File: src/rtl/cache_block_fill.sv
// -----------------------------------------------------------------------------
// cache_block_fill
//
// Memory-side fill engine placed directly behind the cache. It takes the
// cache's propagated requests. A read fetches the whole aligned block one word
// at a time over a word-wide valid/ready memory port. The words are assembled
// into a buffer and the finished block is returned with a one-cycle ram_valid
// pulse. A write is forwarded to memory as a single-word write.
//
// Ports
//   clk, reset        clock (posedge) and synchronous active-high reset
//   req_address       request word address
//   req_read_en       block fill request (level, held by the cache on a miss)
//   req_write_data    write word
//   req_write_en      single-word write request (level)
//   ram_valid         one-cycle pulse: ram_data holds a complete block
//   ram_data          assembled block, index = word offset within the block
//   busy              high whenever the engine is not idle
//   mem_req_valid     memory request valid
//   mem_req_ready     memory accepts the request this cycle
//   mem_address       memory word address
//   mem_write_en      1 = write request, 0 = read request
//   mem_write_data    write word
//   mem_rvalid        read response valid (responses return in request order)
//   mem_rdata         read response word
// -----------------------------------------------------------------------------
module cache_block_fill #(
    parameter int RAM_ADDRESS_BITS = 10,
    parameter int DATA_BITS        = 32,
    parameter int BLOCK_BITS       = 2,
    parameter int COOLDOWN_CYCLES  = 2
) (
    input  logic                        clk,
    input  logic                        reset,
    input  logic [RAM_ADDRESS_BITS-1:0] req_address,
    input  logic                        req_read_en,
    input  logic [DATA_BITS-1:0]        req_write_data,
    input  logic                        req_write_en,
    output logic                        ram_valid,
    output logic [DATA_BITS-1:0]        ram_data [2**BLOCK_BITS],
    output logic                        busy,
    output logic                        mem_req_valid,
    input  logic                        mem_req_ready,
    output logic [RAM_ADDRESS_BITS-1:0] mem_address,
    output logic                        mem_write_en,
    output logic [DATA_BITS-1:0]        mem_write_data,
    input  logic                        mem_rvalid,
    input  logic [DATA_BITS-1:0]        mem_rdata
);

    localparam int BLOCK_SIZE = 2**BLOCK_BITS;
    localparam int CNT_W      = BLOCK_BITS + 1;
    localparam int TAG_W      = RAM_ADDRESS_BITS - BLOCK_BITS;
    localparam int CD_W       = (COOLDOWN_CYCLES > 1) ? $clog2(COOLDOWN_CYCLES) : 1;

    localparam logic [CNT_W-1:0] BLOCK_SIZE_C = CNT_W'(BLOCK_SIZE);
    localparam logic [CNT_W-1:0] LAST_WORD    = CNT_W'(BLOCK_SIZE - 1);
    localparam logic [CD_W-1:0]  COOL_LAST    =
        CD_W'((COOLDOWN_CYCLES > 0) ? COOLDOWN_CYCLES - 1 : 0);

    typedef enum logic [2:0] {
        IDLE,
        WRITE,
        FILL,
        DONE,
        COOLDOWN
    } state_t;

    state_t                 state;
    logic [CNT_W-1:0]       issue_cnt;
    logic [CNT_W-1:0]       recv_cnt;
    logic [TAG_W-1:0]       base_tag;
    logic [CD_W-1:0]        cool_cnt;
    logic [DATA_BITS-1:0]   buffer [BLOCK_SIZE];

    logic                   xfer;
    logic [CNT_W-1:0]       issue_next;
    logic [BLOCK_BITS-1:0]  recv_idx;

    assign xfer       = mem_req_valid & mem_req_ready;
    assign issue_next = issue_cnt + CNT_W'(1);
    assign recv_idx   = recv_cnt[BLOCK_BITS-1:0];

    always_ff @(posedge clk) begin
        if (reset) begin
            state          <= IDLE;
            issue_cnt      <= '0;
            recv_cnt       <= '0;
            base_tag       <= '0;
            cool_cnt       <= '0;
            ram_valid      <= 1'b0;
            busy           <= 1'b0;
            mem_req_valid  <= 1'b0;
            mem_address    <= '0;
            mem_write_en   <= 1'b0;
            mem_write_data <= '0;
            // NOTE: the block buffer is reset on purpose so that a fill aborted
            // by reset leaves no partial block behind; a plain data RAM would
            // normally be left unreset.
            for (int i = 0; i < BLOCK_SIZE; i++) begin
                buffer[i]   <= '0;
                ram_data[i] <= '0;
            end
        end else begin
            // NOTE: all state updates use non-blocking assignments so every
            // register samples pre-edge values, independent of statement order.
            case (state)
                IDLE: begin
                    // Any response still in flight from an aborted fill is
                    // simply dropped here.
                    if (req_write_en) begin
                        state          <= WRITE;
                        busy           <= 1'b1;
                        mem_req_valid  <= 1'b1;
                        mem_write_en   <= 1'b1;
                        mem_address    <= req_address;
                        mem_write_data <= req_write_data;
                    end else if (req_read_en) begin
                        state         <= FILL;
                        busy          <= 1'b1;
                        base_tag      <= req_address[RAM_ADDRESS_BITS-1:BLOCK_BITS];
                        issue_cnt     <= '0;
                        recv_cnt      <= '0;
                        mem_req_valid <= 1'b1;
                        mem_write_en  <= 1'b0;
                        mem_address   <= {req_address[RAM_ADDRESS_BITS-1:BLOCK_BITS],
                                          {BLOCK_BITS{1'b0}}};
                    end
                end

                WRITE: begin
                    if (xfer) begin
                        state         <= IDLE;
                        busy          <= 1'b0;
                        mem_req_valid <= 1'b0;
                        mem_write_en  <= 1'b0;
                    end
                end

                FILL: begin
                    // Issue side: the offset field is replaced rather than
                    // added to, so the address never leaves the block.
                    if (xfer) begin
                        issue_cnt <= issue_next;
                        if (issue_next < BLOCK_SIZE_C) begin
                            mem_address <= {base_tag, issue_next[BLOCK_BITS-1:0]};
                        end else begin
                            mem_req_valid <= 1'b0;
                        end
                    end
                    // Receive side: runs independently of issue; the last word
                    // is merged straight into ram_data so the pulse lands on
                    // the cycle after it arrives.
                    if (mem_rvalid) begin
                        buffer[recv_idx] <= mem_rdata;
                        recv_cnt         <= recv_cnt + CNT_W'(1);
                        if (recv_cnt == LAST_WORD) begin
                            state     <= DONE;
                            ram_valid <= 1'b1;
                            for (int i = 0; i < BLOCK_SIZE; i++) begin
                                ram_data[i] <= (CNT_W'(i) == recv_cnt) ? mem_rdata
                                                                       : buffer[i];
                            end
                        end
                    end
                end

                DONE: begin
                    ram_valid <= 1'b0;
                    cool_cnt  <= '0;
                    if (COOLDOWN_CYCLES == 0) begin
                        state <= IDLE;
                        busy  <= 1'b0;
                    end else begin
                        state <= COOLDOWN;
                    end
                end

                COOLDOWN: begin
                    // Requests are ignored here so the cache's still-held miss
                    // does not start a second fill of the same block.
                    if (cool_cnt == COOL_LAST) begin
                        state <= IDLE;
                        busy  <= 1'b0;
                    end else begin
                        cool_cnt <= cool_cnt + CD_W'(1);
                    end
                end

                default: begin
                    state         <= IDLE;
                    busy          <= 1'b0;
                    ram_valid     <= 1'b0;
                    mem_req_valid <= 1'b0;
                    mem_write_en  <= 1'b0;
                end
            endcase
        end
    end

endmodule

File: config.mk
export PLATFORM = sky130hd
export DESIGN_NAME = cache_block_fill
export DESIGN_NICKNAME = d
export VERILOG_FILES = /design/src/rtl/cache_block_fill.sv
export SDC_FILE = /design/constraint.sdc
export NUM_CORES = 1
export LEC_CHECK = 0
export ABC_AREA = 1
export CAP_MARGIN = 10
export CORE_AREA = 2 2 191 193
export DETAILED_ROUTE_END_ITERATION = 6
export DIE_AREA = 0 0 193 195
export REMOVE_ABC_BUFFERS = 1
export SLEW_MARGIN = 20
export SYNTH_ARGS = -nofsm -noshare
export SYNTH_HDL_FRONTEND = slang
export SYNTH_SLANG_ARGS = --single-unit
File: constraint.sdc
create_clock -name clk -period 6.84 [get_ports clk]
set_clock_uncertainty 0.05 [all_clocks]
set_input_delay 1.368 -clock clk [delete_from_list [all_inputs] [get_ports clk]]
set_output_delay 1.368 -clock clk [all_outputs]
set_load 0.03 [all_outputs]
* Word level (Yosys, flattened, before mapping)
Memories as Yosys holds them, arrays and structs flattened. A register that Yosys moved wholly into a read port is not among the register bits. Cells that the tools add are included.
Cells by class: magnitude comparators 1, $add $sub $neg 3, eq/ne operators 15, bitwise gates (word level) 6, multiplexer cells 43, reduce and logical (&&, ||, !) cells 19
Operator list (number):
- 10-bit two-way mux | 4
- 32-bit two-way mux | 1
- 32-bit OR reduction | 1
- 3-bit two-way mux | 10
- 10-bit case mux with 2 select lines | 1
- 1-bit two-way mux | 18
- 2-bit inequality test, second input constant | 9
- 4-bit AND reduction | 4
- 3-bit case mux with 5 select lines | 1
- 3-bit case mux with 2 select lines | 2
- 3-bit AND reduction | 4
- 5-bit AND reduction | 2
- 3-bit by 2-bit == test with 1-bit output, second input constant | 3
- 1-bit case mux with 4 select lines | 2
- 3-bit by 1-bit adder with 3-bit output, second input constant | 2
- 3-bit OR reduction | 2
- 1-bit inverter | 5
- 1-bit case mux with 2 select lines | 2
- 2-bit nonzero test | 2
- 2-bit OR reduction | 2
- 3-bit by 1-bit == test with 1-bit output, second input constant | 1
- 3-bit == test, second input constant | 1
- 3-bit logical NOT | 1
- 3-bit < comparator, second input constant | 1
- other kinds (6) | 6
Storage, ports and cells: word-level logic and storage cells 99, bits in registers 64, memories 1, input port bits 80, RAM bits 128, output and inout port bits 174
Memory list:
- buffer | depth 4, width 32, rd ports 4, clocked after Yosys merged registers in 4, wr ports 4, RTL line 74 | logic [DATA_BITS-1:0] buffer [BLOCK_SIZE];

* Longest topological paths before layout
Gate-level depths: netlist of the first run.
depth in word-level cells 6, gate-level depth with buffers 10, mapped depth without buffers 9

* Worst setup path before layout of the first run
No wires, ideal clock.
path kind input to register, from in mem_rvalid, to mem buffer[2][0], enable pin, library setup time 466 ps, setup slack 2396 ps, arrival time 3929 ps, stages on the path 4, required time 6324 ps, cell sequence inv_1 nor2_8 inv_1 o21ai_0
RTL lines:
- start, declared | RTL line 47 | input logic mem_rvalid,
- end, declared | RTL line 74

==> results of run 1 <==
final cells by class:
type                    instances  area share [%]
diodes                          1         0.01540
clock buffers                  53           6.120
clock inverters                12          0.5235
inverters                     119           2.787
multi-input cells             891           23.70
flip-flops and latches        320           47.30
well taps                     461           3.549
repair buffers                263           16.01
how the worst min path moves through the flow:
stage	endpoint	depth (start not counted)	start
2_1_floorplan	cool_cnt$_SDFFE_PP0P_	2	cool_cnt$_SDFFE_PP0P_
3_3_place_gp	cool_cnt$_SDFFE_PP0P_	2	cool_cnt$_SDFFE_PP0P_
3_5_place_dp	cool_cnt$_SDFFE_PP0P_	2	cool_cnt$_SDFFE_PP0P_
4_1_cts	ram_data[97]$_SDFFE_PP0P_	2	buffer[0][1]$_SDFFCE_PN0P_
5_1_grt	ram_data[79]$_SDFFE_PP0P_	2	buffer[1][15]$_SDFFCE_PN0P_
6_report	cool_cnt$_SDFFE_PP0P_	2	cool_cnt$_SDFFE_PP0P_
flip-flops by register name (all words and copies together) (netlist names):
| register | flops |
|---|---|
| base_tag | 8 |
| buffer | 128 |
| busy | 1 |
| cool_cnt | 1 |
| issue_cnt | 3 |
| mem_address | 10 |
| mem_req_valid | 1 |
| mem_write_data | 32 |
| mem_write_en | 1 |
| ram_data | 128 |
| ram_valid | 1 |
| recv_cnt | 3 |
| state | 3 |
logic make-up after synthesis:
logic type / share of synthesized area (%)
buffers and inverters: 6.661
AO/OA/AOI/OAI: 6.498
AND/OR/NAND/NOR: 24.15
flip-flops: 62.38
adder cells (fa/ha/maj): 0.3046
stage by stage:
| step | cell area (sq um) | std cells | util [%] | setup WS, ns | hold slack [ns] |
|---|---|---|---|---|---|
| floorplan | 11950 | 1330 | - | -0.5815 | 0.3796 |
| global placement | 15170 | 2054 | 42.85 | 1.875 | 0.4002 |
| detailed placement | 15170 | 2054 | 42.86 | 1.804 | 0.3998 |
| CTS | 16250 | 2119 | 45.91 | 2.361 | 0.4091 |
| global route | 16250 | 2120 | 45.92 | 2.118 | 0.4370 |
| finish | 16250 | 2120 | 45.92 | 2.429 | 0.4085 |
Yosys cell counts:
| cell | n | area share [%] |
|---|---|---|
| buf_2 | 35 | 1.4 |
| nand3_1 | 74 | 3.0 |
| nor2_8 | 1 | 0.16 |
| o21ai_0 | 137 | 5.6 |
| ha_1 | 3 | 0.30 |
| edfxtp_1 | 128 | 31 |
| clkinv_1 | 1 | 0.030 |
| nor2_4 | 4 | 0.37 |
| inv_2 | 5 | 0.15 |
| nand4_1 | 32 | 1.6 |
| clkbuf_1 | 51 | 1.6 |
| dfxtp_1 | 192 | 31 |
| nand2_1 | 145 | 4.4 |
| nand2_2 | 1 | 0.051 |
| nand3b_1 | 1 | 0.061 |
| a21oi_1 | 15 | 0.61 |
| nand2_4 | 1 | 0.091 |
| inv_1 | 113 | 3.4 |
| buf_4 | 1 | 0.061 |
| nor3_1 | 5 | 0.20 |
| o21ai_1 | 8 | 0.32 |
| nor2_2 | 2 | 0.10 |
| nor2_1 | 462 | 14 |
layout by cell type, fill, tap and decap left out, types with 3 or more instances in the layout:
master / Yosys / final
dfxtp_1: 192 / 192
edfxtp_1: 128 / 128
buf_4: 1 / 10
nand2_1: 145 / 139
o21ai_1: 8 / 8
inv_2: 5 / 6
clkbuf_8: 0 / 3
nand3_1: 74 / 73
clkbuf_1: 51 / 14
clkbuf_16: 0 / 36
nor2_4: 4 / 5
clkdlybuf4s50_1: 0 / 252
inv_1: 113 / 111
nand4_1: 32 / 32
nand2_2: 1 / 7
o21ai_0: 137 / 136
a21oi_1: 15 / 15
clkinv_1: 1 / 7
nor3_1: 5 / 5
ha_1: 3 / 3
nor2_1: 462 / 462
power groups by stage:
stage / clock (W) / combinational (W) / sequential (W)
finish: 0.00178 / 0.000982 / 0.00223
global route: 0.00190 / 0.00109 / 0.00224
CTS: 0.00183 / 0.000995 / 0.00223
detailed placement: 0 / 0.000989 / 0.00226
global placement: 0 / 0.000979 / 0.00226
floorplan: 0 / 0.000436 / 0.00241
per-layer routing:
layer	vias to the layer above	global-route usage (%)
li1	4993	-
met1	4714	23.99
met2	332	28.53
met3	42	5.661
met4	2	4.433
met5	-	0
critical path, delay by kind of cell:
family	cells	cell delay [ns]
buffers and inverters	2	0.62
AND/OR/NAND/NOR	5	2.49
==> results.sh, run 1 <==
export IMPL_met2WireLength_um=15400
export IMPL_wl_met1_um=15110
export IMPL_p_sw_share_pct=30.09
export IMPL_io_pin_count=254
export IMPL_combPwrFrac_pct=19.7
export IMPL_hold_buffers=0
export IMPL_ys_types=23
export IMPL_vdd_ir_drop_max_mv=0.2308
export IMPL_drtAntennaViolNets=0
export IMPL_drive_gt1_share_pct=4.825
export IMPL_drt_wl_total_um=34330
export IMPL_fp_row_count=69
export IMPL_grt_pass1_vias=9725
export IMPL_crit_path_end_kind="flip-flop"
export IMPL_start_util_pct=34.81
export IMPL_path_cells="clkdlybuf4s50_1, inv_1, nor2_8, nand2_1, nor2_1, nand2_2, nand2_2"
export IMPL_dpl_hpwl_um=21030
export IMPL_gp_congestion=0.7946
export IMPL_grt_first_pass_wirelength_um=53310
export IMPL_slew_headroom_pct=33.11
export IMPL_syn_area_sq_um=12320
export IMPL_drc_errors=0
export IMPL_multi_input_area_sq_um=3851
export IMPL_post_cts_buffers=0
export IMPL_wl_met3_um=3237
export IMPL_grt_use_total_pct=18.03
export IMPL_rsz0062_at_grt="false"
export IMPL_die_y_um=195
export IMPL_die_w_um=193
export IMPL_critical_path_class="in -> reg"
export IMPL_cts_sinks=320
export IMPL_cts_resized=0
export IMPL_htree_num_levels=2
export IMPL_p_int_w=0.003488
export IMPL_route_top_layer_used="met5"
export IMPL_port_buffers=253
export IMPL_grt_ovfl_total=0
export IMPL_setup_viol_count_final=0
export IMPL_synth_seq_cells=320
export IMPL_r2r_end="buffer[0][30]$_SDFFCE_PN0P_"
export IMPL_die_area_sq_um=37640
export IMPL_regArea_sq_um=7687
export IMPL_antenna_found_initial=4
export IMPL_cts_tree="yes"
export IMPL_cts_buffer_depth=3
export IMPL_maxCapViolations=0
export IMPL_start_kind="input port"
export IMPL_via_per_inst=4.756
export IMPL_slew_violations=0
export IMPL_critPathLaunch="mem_rvalid"
export IMPL_max_freq_mhz=226.7
export IMPL_min_period_over_period_pct=64.49
export IMPL_setup_tns_ns=0
export IMPL_drtPass1Iterations=5
export IMPL_cellPowerDensity_nw_per_um2=307.0
export IMPL_crit_slowest_cell="nand2_2"
export IMPL_path_max_fanout=35
export IMPL_fin_total_pwr_w=0.004990
export IMPL_critPathArrivalTime_ns=4.50
export IMPL_power_switching_w=0.001502
export IMPL_power_leakage_nw=6.943
export IMPL_status="finished clean"
export IMPL_yosysSeqAreaShare_pct=62.38
export IMPL_fin_crit_ns=4.411
export IMPL_tightest_slew_ns=0.9998
export IMPL_hp_class="reg -> reg"
export IMPL_avgSynthCellArea_sq_um=8.697
export IMPL_synthCells=1417
export IMPL_wl_per_cell_um=16.19
export IMPL_regToRegStartpoint="state[1]$_SDFFE_PP0P_"
export IMPL_final_nets=1714
export IMPL_required_ns=6.93
export IMPL_insertion_delay_ns=0.52
export IMPL_seqPwrFrac_pct=44.6
export IMPL_dr_total_vias=10083
export IMPL_rr_worst_depth=8
export IMPL_ff2ff_setup_slack_ns=3.13
export IMPL_cts_clk_slew_worst_paths_ns=0.06
export IMPL_clock_root_buffer="clkbuf_16"
export IMPL_p_clk_share_pct=35.7
export IMPL_ys_warnings_count=0
export IMPL_cts_made_buffers=36
export IMPL_drt_iter0_markers=544
export IMPL_grt_max_degree=101
export IMPL_cp_endpoint="buffer[0][30]$_SDFFCE_PN0P_"
export IMPL_fill_cells=3454
export IMPL_syn_to_final_growth_pct=31.89
export IMPL_core_area_sq_um=35400
export IMPL_critPathMostFrequentCell="nand2_2"
export IMPL_cpPeakStageDelay_ns=0.83
export IMPL_finalHoldViolations=0
Power figures use the tool's default switching activity.
==> run 2, diff against run 1 <==
- clock period: 6.84 -> 4.2 ns (I/O delays scaled with it)
==> results.sh, run 2 (same netlist as run 1, synthesis figures left out) <==
export IMPL_status="finished clean"
export IMPL_drt_wl_total_um=33650
export IMPL_required_ns=4.28
export IMPL_slew_headroom_pct=28.56
export IMPL_antenna_found_initial=3
export IMPL_largestRegisters="buffer x128, ram_data x128, mem_write_data x32"
export IMPL_grt_first_pass_wirelength_um=52320
export IMPL_power_leakage_nw=7.000
export IMPL_slew_violations=0
export IMPL_start_util_pct=34.81
export IMPL_htree_num_levels=2
export IMPL_combPwrFrac_pct=19.4
export IMPL_core_area_sq_um=35400
export IMPL_p_int_w=0.005831
export IMPL_wl_per_cell_um=15.82
export IMPL_dr_total_vias=9971
export IMPL_grt_use_total_pct=17.63
export IMPL_drc_errors=0
export IMPL_cts_resized=0
export IMPL_dp_slack_ns=0.9984
export IMPL_rsz0062_at_grt="false"
export IMPL_design_area_sq_um=16380
export IMPL_fill_cells=3434
export IMPL_power_switching_w=0.002427
export IMPL_cts_buffer_depth=3
export IMPL_crit_slowest_cell="nand2_2"
export IMPL_insertion_delay_ns=0.51
export IMPL_io_pin_count=254
export IMPL_final_nets=1721
export IMPL_cellPowerDensity_nw_per_um2=504.2
export IMPL_setup_tns_ns=0
export IMPL_drtAntennaViolNets=0
export IMPL_place_inst=2061
export IMPL_path_cells="nand2_1, inv_2, nand3_2, buf_4, nand2_2"
export IMPL_fin_crit_ns=2.678
export IMPL_grt_max_degree=161
export IMPL_grt_ovfl_total=0
export IMPL_cts_clk_slew_worst_paths_ns=0.06
export IMPL_layout_cells_non_filler=2127
export IMPL_layout_common_cells="nor2_1 (462), clkdlybuf4s50_1 (252), dfxtp_1 (192)"
export IMPL_p_sw_share_pct=29.39
export IMPL_critPathArrivalTime_ns=2.76
export IMPL_seqPwrFrac_pct=43.9
export IMPL_drive_gt1_share_pct=5.409
export IMPL_max_freq_mhz=373.4
export IMPL_final_common_cell="nor2_1"
export IMPL_dpl_hpwl_um=20210
export IMPL_tightest_slew_ns=1.072
export IMPL_via_per_inst=4.688
export IMPL_die_area_sq_um=37640
export IMPL_p_clk_share_pct=36.7
export IMPL_drt_iter0_markers=593
export IMPL_min_period_over_period_pct=63.77
export IMPL_cts_made_buffers=36
export IMPL_cpPeakStageDelay_ns=0.73
export IMPL_start_kind="flip-flop"
export IMPL_path_max_fanout=33
export IMPL_maxCapViolations=0
export IMPL_critical_path_class="reg -> reg"
export IMPL_die_w_um=193
export IMPL_die_y_um=195
export IMPL_port_buffers=253
export IMPL_syn_to_final_growth_pct=32.90
export IMPL_clock_root_buffer="clkbuf_16"
export IMPL_crit_path_end_kind="flip-flop"
export IMPL_gp_congestion=0.7376
export IMPL_drtPass1Iterations=5
export IMPL_cts_sinks=320
export IMPL_vdd_ir_drop_max_mv=0.4146
export IMPL_hp_class="reg -> reg"
export IMPL_fin_ws_ns=1.522
export IMPL_post_cts_buffers=0
export IMPL_grt_pass1_vias=9719
export IMPL_cts_tree="yes"
export IMPL_setup_viol_count_final=0
export IMPL_place_area_sq_um=15230
export IMPL_fp_row_count=69
export IMPL_finalHoldViolations=0
export IMPL_hold_buffers=0
==> run 2: cell count changes in the layout (fill, tap and decap cells not counted), moves of 2 or more <==
cell,previous run,this run
buf_4,10,15
clkinv_1,7,4
clkbuf_16,36,38
clkinvlp_4,0,2
==> run 2: worst max-delay path, delay by kind of cell (launching register included) <==
| kind | cells | cell delay, ns |
|---|---|---|
| AND/OR/NAND/NOR | 3 | 0.94 |
| buffers and inverters | 2 | 0.87 |
| flip-flops | 1 | 0.43 |
==> run 2: power groups by stage <==
stage               Combinational, W  Clock (W)  Sequential [W]
floorplan                   0.000710          0         0.00393
global placement             0.00161          0         0.00368
detailed placement           0.00162          0         0.00368
CTS                          0.00163    0.00311         0.00362
global route                 0.00178    0.00323         0.00365
finish                       0.00160    0.00303         0.00362
==> run 2: path summary, 6_finish.rpt <==
check / from / end / slack, ns / cells past startpoint
max: recv_cnt[0]$_SDFFE_PP0P_ / buffer[3][3]$_DFFE_PP_ / 1.52 / 5
min: buffer[0][10]$_SDFFCE_PN0P_ / ram_data[106]$_SDFFE_PP0P_ / 0.41 / 2
max reg2reg: recv_cnt[0]$_SDFFE_PP0P_ / buffer[3][3]$_DFFE_PP_ / 1.52 / 5
min reg2reg: buffer[0][10]$_SDFFCE_PN0P_ / ram_data[106]$_SDFFE_PP0P_ / 0.41 / 2
==> run 2: layer usage <==
layer	up-vias	wire [um]	share of wire (%)	global-route usage, %
met1	4596	15020	45	23.63
met2	335	14640	44	27.33
met3	49	3303	9.8	5.733
met4	2	663	2.0	4.742
met5	-	13	0.039	0
li1	4989	-	-	-
==> run 2: layout make-up <==
cell class | instances | area, sq um | share of cell area, %
antenna | 2 | 5.005 | 0.03056
sequential | 320 | 7687 | 46.94
clock buffer | 55 | 1055 | 6.440
tap | 461 | 576.8 | 3.522
timing repair buffer | 270 | 2671 | 16.31
multi-input combinational | 891 | 3846 | 23.49
inverter | 119 | 452.9 | 2.766
clock inverter | 9 | 82.58 | 0.5042
==> run 2: per-stage QoR <==
stage | utilization [%] | hold slack, ns | total power, W
after floorplan | - | 0.3796 | 0.004641
after global placement | 43.03 | 0.3963 | 0.005291
after detailed placement | 43.03 | 0.4070 | 0.005304
after CTS | 46.24 | 0.4134 | 0.008362
after global routing | 46.25 | 0.4389 | 0.008656
final | 46.27 | 0.4115 | 0.008258
==> run 3, diff against run 2 <==
- clock period: 4.2 -> 2.75 ns (I/O delays scaled with it)
==> results.sh, run 3 (same netlist as run 1, synthesis figures left out) <==
export IMPL_min_period_over_period_pct=81.32
export IMPL_design_area_sq_um=16550
export IMPL_cts_resized=0
export IMPL_grt_ovfl_total=0
export IMPL_critPathArrivalTime_ns=1.64
export IMPL_crit_path_end_kind="primary output"
export IMPL_drt_wl_total_um=35170
export IMPL_drtPass1Iterations=5
export IMPL_drc_errors=0
export IMPL_grt_pass1_vias=9877
export IMPL_vdd_ir_drop_max_mv=0.5448
export IMPL_required_ns=2.15
export IMPL_gp_congestion=0.7549
export IMPL_tightest_slew_ns=0.6609
export IMPL_cts_tree="yes"
export IMPL_drive_gt1_share_pct=6.559
export IMPL_start_util_pct=34.81
export IMPL_layout_common_cells="nor2_1 (462), clkdlybuf4s50_1 (252), dfxtp_1 (192)"
export IMPL_hold_buffers=0
export IMPL_drtAntennaViolNets=0
export IMPL_max_freq_mhz=447.2
export IMPL_crit_family="buffers and inverters"
export IMPL_power_leakage_nw=7.117
export IMPL_io_pin_count=254
export IMPL_slew_violations=0
export IMPL_fin_crit_ns=2.236
export IMPL_slew_headroom_pct=55.94
export IMPL_htree_num_levels=2
export IMPL_status="finished clean"
export IMPL_fp_row_count=69
export IMPL_multi_input_area_sq_um=3846
export IMPL_via_per_inst=4.775
export IMPL_setup_viol_count_final=0
export IMPL_regArea_sq_um=7687
export IMPL_die_y_um=195
export IMPL_path_max_fanout=2
export IMPL_critical_path_class="reg -> out"
export IMPL_final_nets=1734
export IMPL_grt_max_degree=82
export IMPL_rr_worst_depth=7
export IMPL_dr_total_vias=10223
export IMPL_dpl_hpwl_um=22190
export IMPL_wl_per_cell_um=16.43
export IMPL_fill_cells=3415
export IMPL_die_w_um=193
export IMPL_cts_buffer_depth=3
export IMPL_syn_to_final_growth_pct=34.30
export IMPL_cpPeakStageDelay_ns=0.71
export IMPL_largestRegisters="buffer x128, ram_data x128, mem_write_data x32"
export IMPL_rsz0062_at_grt="false"
export IMPL_cts_clk_slew_worst_paths_ns=0.06
export IMPL_setup_tns_ns=0
export IMPL_cts_made_buffers=37
export IMPL_cp_depth=1
export IMPL_cellPowerDensity_nw_per_um2=774.3
export IMPL_clock_root_buffer="clkbuf_16"
export IMPL_drt_iter0_markers=724
export IMPL_final_common_cell="nor2_1"
export IMPL_hold_slack_ns=0.4076
export IMPL_grt_first_pass_wirelength_um=54720
export IMPL_path_cells="clkdlybuf4s50_1"
export IMPL_start_kind="flip-flop"
export IMPL_grt_use_total_pct=18.52
export IMPL_core_area_sq_um=35400
export IMPL_crit_slowest_cell="clkdlybuf4s50_1"
export IMPL_maxCapViolations=0
export IMPL_hold_depth=2
export IMPL_place_area_sq_um=15360
export IMPL_insertion_delay_ns=0.51
export IMPL_hp_class="reg -> reg"
export IMPL_die_area_sq_um=37640
export IMPL_port_buffers=253
export IMPL_finalHoldViolations=0
export IMPL_cts_sinks=320
export IMPL_antenna_found_initial=3
export IMPL_path_buf_inv=1
export IMPL_post_cts_buffers=0
[run 3: worst paths after layout]
check / from / end / slack, ns
setup / recovery: ram_data[11]$_SDFFE_PP0P_ / ram_data[11] / 0.51
hold / removal: cool_cnt$_SDFFE_PP0P_ / cool_cnt$_SDFFE_PP0P_ / 0.41
setup reg to reg: state[1]$_SDFFE_PP0P_ / buffer[2][0]$_SDFFCE_PN0P_ / 0.63
hold reg to reg: cool_cnt$_SDFFE_PP0P_ / cool_cnt$_SDFFE_PP0P_ / 0.41
[run 3: layout make-up]
type	instances	area share (%)
flip-flops and latches	320	46.45
multi-input cells	891	23.24
repair buffers	282	16.89
clock buffers	52	6.555
well taps	461	3.485
inverters	119	2.737
clock inverters	13	0.5973
diodes	3	0.04536
[run 3: per-layer routing]
layer  GRT usage, %  part of all wire [%]  vias to the layer above
li1               -                     -                     5017
met1          25.50                    44                     4767
met2          28.37                    44                      388
met3          5.643                    10                       51
met4          4.742                   1.9                        0
met5              0                     0                        -
[run 3: where the power goes]
group	switching, W	leakage, nW	internal (W)
logic	0.00166	3.64	0.000852
registers	0.000196	2.88	0.00534
clock network	0.00192	0.591	0.00284
[run 3: stage by stage]
stage          setup WS (ns)  util [%]  power, W  cells
2_1_floorplan         -3.853         -  0.007088   1330
3_3_place_gp          0.2347     43.39  0.008124   2073
3_5_place_dp          0.1819     43.39  0.008159   2073
4_1_cts               0.5068     46.73   0.01294   2138
5_1_grt               0.4551     46.74   0.01344   2139
6_report              0.5137     46.76   0.01281   2141
==> patch 1: new RTL, settings of run 3 <==
Reset style: asynchronous (`reset`), changed in one clocked block. Comments in the files are not updated.
--- a/src/rtl/cache_block_fill.sv
+++ b/src/rtl/cache_block_fill.sv
@@ -83,3 +83,3 @@
 
-    always_ff @(posedge clk) begin
+    always_ff @(posedge clk or posedge reset) begin
         if (reset) begin
Function: differs if reset is asserted again (counterexample within 4 cycles, from zero or initial values and one cycle with reset high); with reset held inactive, the same outputs for 4 cycles.
==> patch 1 against run 3 <==
  * Cell count decreased by 2.7%
  * Routed wire length is 3.8% higher
  * Synthesized area fell by 0.32%
  * Cell area barely moved
  * Sequential cell count down 24
  * Global-route usage increased by 1.0 points
  * Setup slack got worse by 0.0014 ns
  * Register-to-register slack lost 0.03 ns
  * Die area did not move
  * Synthesized cell count shrank 3.0%
  * Via count grew 1.0%
  * Critical path type unchanged
Power is not compared: it rests on default switching activity, and its combinational part moved more than twofold at a synthesized area within 25%.
==> patch 1: results <==
[global_routing]
met3_usage = 0.0527
met2_usage = 0.309
grtUsageMet1 = 0.272
grt_usage = 0.196
grt_max_degree = 71
antenna_found_initial = 1
grt_pass1_wl_um = 58000
grt_pass1_vias = 10200

[cts]
cts_htree_levels = 2
clk_pin_slew_ns = 0.06
numCtsBuffers = 36

[critical_path]
arrival_ns = 1.64
startpoint = ram_data[112]$_DFFE_PP0P_
critical_path.endpoint = ram_data[112]
r2r_cells = 7
rr_startpoint = recv_cnt[0]$_DFFE_PP0P_
r2r_end = buffer[45]$_DFFE_PP0P_
cpPeakStageDelay_ns = 0.77
rrSetupSlack_ns = 0.60

[synth]
synthCells = 1375
synth_area_leaders = dfrtp_1 60%, nand2_1 11%, nand3_1 6.2%
yosys_register_bits = 296
synth_top_area_frac = 0.603
synth_ff_type = dfrtp_1
async_reset_ff_frac = 1.00
yosys-top-cells-count = 368 x nand2_1, 296 x dfrtp_1, 153 x nand3_1, 107 x nor2_1, 104 x o21ai_1
seq_area_frac_synth = 0.603
yosysUniqueCellTypes = 21

[hold_path]
hp-class = input port to async pin

[final_layout]
largestRegisters = ram_data: 128 flops, buffer: 104 flops, mem_write_data: 32 flops
stdcell_count = 2084
antennaDiodeCount = 0
fin_nets = 1683
drive_gt1_frac = 0.0702
nFillCells = 3425
multiInputGateArea_um2 = 4220

[placement]
placed_cell_area_um2 = 15400
gp_congestion = 0.810
dp_hpwl_um = 23000
dp_cells = 2020

[status]
status = completed

[routing]
drt_iter0_drc = 585
routed_wl_um = 36500
viasPerCell = 4.95
first_pass_iters = 5

[timing]
hold_ws_ns = 0.384
relSlewSlack = 0.408
patch 1: changes by cell type in the layout (fill, tap and decap cells not counted), moves of 31 or more:
cell,change
nor2_1,-355
nand3_1,+80
o21ai_1,+96
nand2_1,+226
a31oi_1,+96
nand4_1,-31
o21ai_0,-65
inv_1,-56
dfxtp_1,-192
dfrtp_1,+296
edfxtp_1,-128
patch 1: layer usage:
layer,wire [µm],share of wire
met3,2890,0.079
met2,16600,0.45
met4,510,0.014
met5,12,0.00033
met1,16500,0.45
patch 1: cell type report:
| class | instances | area share |
|---|---|---|
| clock buffer | 51 | 0.0651 |
| clock inverter | 13 | 0.00763 |
| inverter | 61 | 0.0144 |
| multi-input combinational | 917 | 0.255 |
| sequential | 296 | 0.447 |
| tap | 461 | 0.0348 |
| timing repair buffer | 285 | 0.176 |
patch 1: logic make-up (layout without fill, tap and decap cells):
| group | after synthesis | in the layout | share of synthesized area |
|---|---|---|---|
| AO/OA/AOI/OAI | 272 | 272 | 0.121 |
| buffers and inverters | 162 | 410 | 0.0549 |
| adder cells (fa/ha/maj) | 6 | 6 | 0.00611 |
| AND/OR/NAND/NOR | 639 | 639 | 0.215 |
| flip-flops | 296 | 296 | 0.603 |
patch 1: power groups by stage:
stage               sequential, W  clock [W]  combinational (W)
floorplan                 0.00920          0            0.00334
global placement          0.00738          0            0.00902
detailed placement        0.00740          0            0.00915
CTS                       0.00736    0.00488            0.00917
global route              0.00758    0.00507            0.00997
finish                    0.00734    0.00475            0.00905
patch 1: stage by stage:
step	setup WS [ns]	power (W)
2_1_floorplan	-6.03	0.0125
3_3_place_gp	0.561	0.0164
3_5_place_dp	0.484	0.0166
4_1_cts	0.481	0.0214
5_1_grt	0.438	0.0226
6_report	0.512	0.0211
==> patch 2: new RTL, config.mk and constraints of run 3 <==
Without the edit above. The parameter `RAM_ADDRESS_BITS` goes from 10 to 9.
--- a/src/rtl/cache_block_fill.sv
+++ b/src/rtl/cache_block_fill.sv
@@ -27,3 +27,3 @@
 module cache_block_fill #(
-    parameter int RAM_ADDRESS_BITS = 10,
+    parameter int RAM_ADDRESS_BITS = 9,
     parameter int DATA_BITS        = 32,
Interface: changed (resized mem_address and req_address); port bits go from 254 to 252. The function was not compared with the original's and may differ.
==> patch 2 against run 3 <==
  * Total power decreased by 2.3%
  * Routed wire length is 2.6% lower
  * Synthesized area decreased by 0.57%
  * Setup slack improved by 0.013 ns
  * Cell area decreased by 0.79%
  * Non-clock buffer count decreased by 8
  * Largest power group unchanged
  * Sequential cell count shrank 2
  * Critical endpoint is now ram_data[17]
  * Critical path depth stayed put
==> patch 2: results <==
[power]
ir_drop_v = 0.000540
p_seq_w = 0.00547
internal-power_w = 0.00901
p_leak_nw = 7.03

[synth]
yosysUniqueCellTypes = 26
synth_area_leaders = edfxtp_1 31%, dfxtp_1 31%, nor2_1 14%
synthCells = 1402
seq_area_frac_synth = 0.624
yosys-top-cells-count = 458 x nor2_1, 190 x dfxtp_1, 140 x o21ai_0, 134 x nand2_1, 128 x edfxtp_1

[routing]
vias = 10100
wl_met2_um = 15300
first_pass_iters = 7
drt_iter0_drc = 550
wl_met1_um = 15300
route.met3.wl_um = 2770

[final_layout]
buffer_area_frac = 0.167
clk_share = 0.0723
multi_input_cells = 878
regArea_um2 = 7650
nClkBuffers = 55
antennaDiodeCount = 0
stdcell_count = 2117
num-nonclk-inverters = 120
multi_input_area_share = 0.232
drive_gt1_frac = 0.0610

[status]
status = completed

[critical_path]
arrival_ns = 1.62
startpoint = ram_data[17]$_SDFFE_PP0P_
rrSetupSlack_ns = 0.59
critical_path.endpoint = ram_data[17]
r2r_cells = 9
r2r_end = ram_data[18]$_SDFFE_PP0P_

[cts]
numCtsBuffers = 36
cts_sinks = 318

[placement]
gp_congestion = 0.752
io_buffers = 251
dp_slack_ns = 0.288
dp_hpwl_um = 20500

[global_routing]
grt_pass1_wl_um = 53500
grt_max_degree = 161
grt_pass1_vias = 9881
grtUsageMet1 = 0.237

[timing]
worst_slack_ns = 0.527
tightest_slew_ns = 0.816
hold_ws_ns = 0.407
==> patch 2: cell count changes in the layout (fill, tap and decap cells not counted), sizes merged, moves of 3 or more <==
cell | run 3 | this run
bufinv | 1 | 4
nand2 | 147 | 139
clkbuf | 52 | 55
clkinv | 14 | 5
diode | 3 | 0
nor2 | 469 | 466
buf | 30 | 24
nor3 | 5 | 2
inv | 117 | 121
==> patch 2: through the flow <==
step / power (W) / area [µm²]
6_report: 0.0125 / 16400
5_1_grt: 0.0131 / 16400
4_1_cts: 0.0127 / 16400
3_5_place_dp: 0.00779 / 15200
3_3_place_gp: 0.00775 / 15200
2_1_floorplan: 0.00682 / 11900
==> patch 2: cell families (layout without fill, tap and decap cells) <==
logic type | count (synthesis) | after routing | share of synthesized area
and+or+nand+nor | 715 | 715 | 0.239
DFF | 318 | 318 | 0.624
buffers and inverters | 206 | 460 | 0.0675
AOI/OAI and AO/OA | 159 | 159 | 0.0661
adders and majority gates | 3 | 3 | 0.00306
xor gates and xnor gates | 1 | 1 | 0.000715
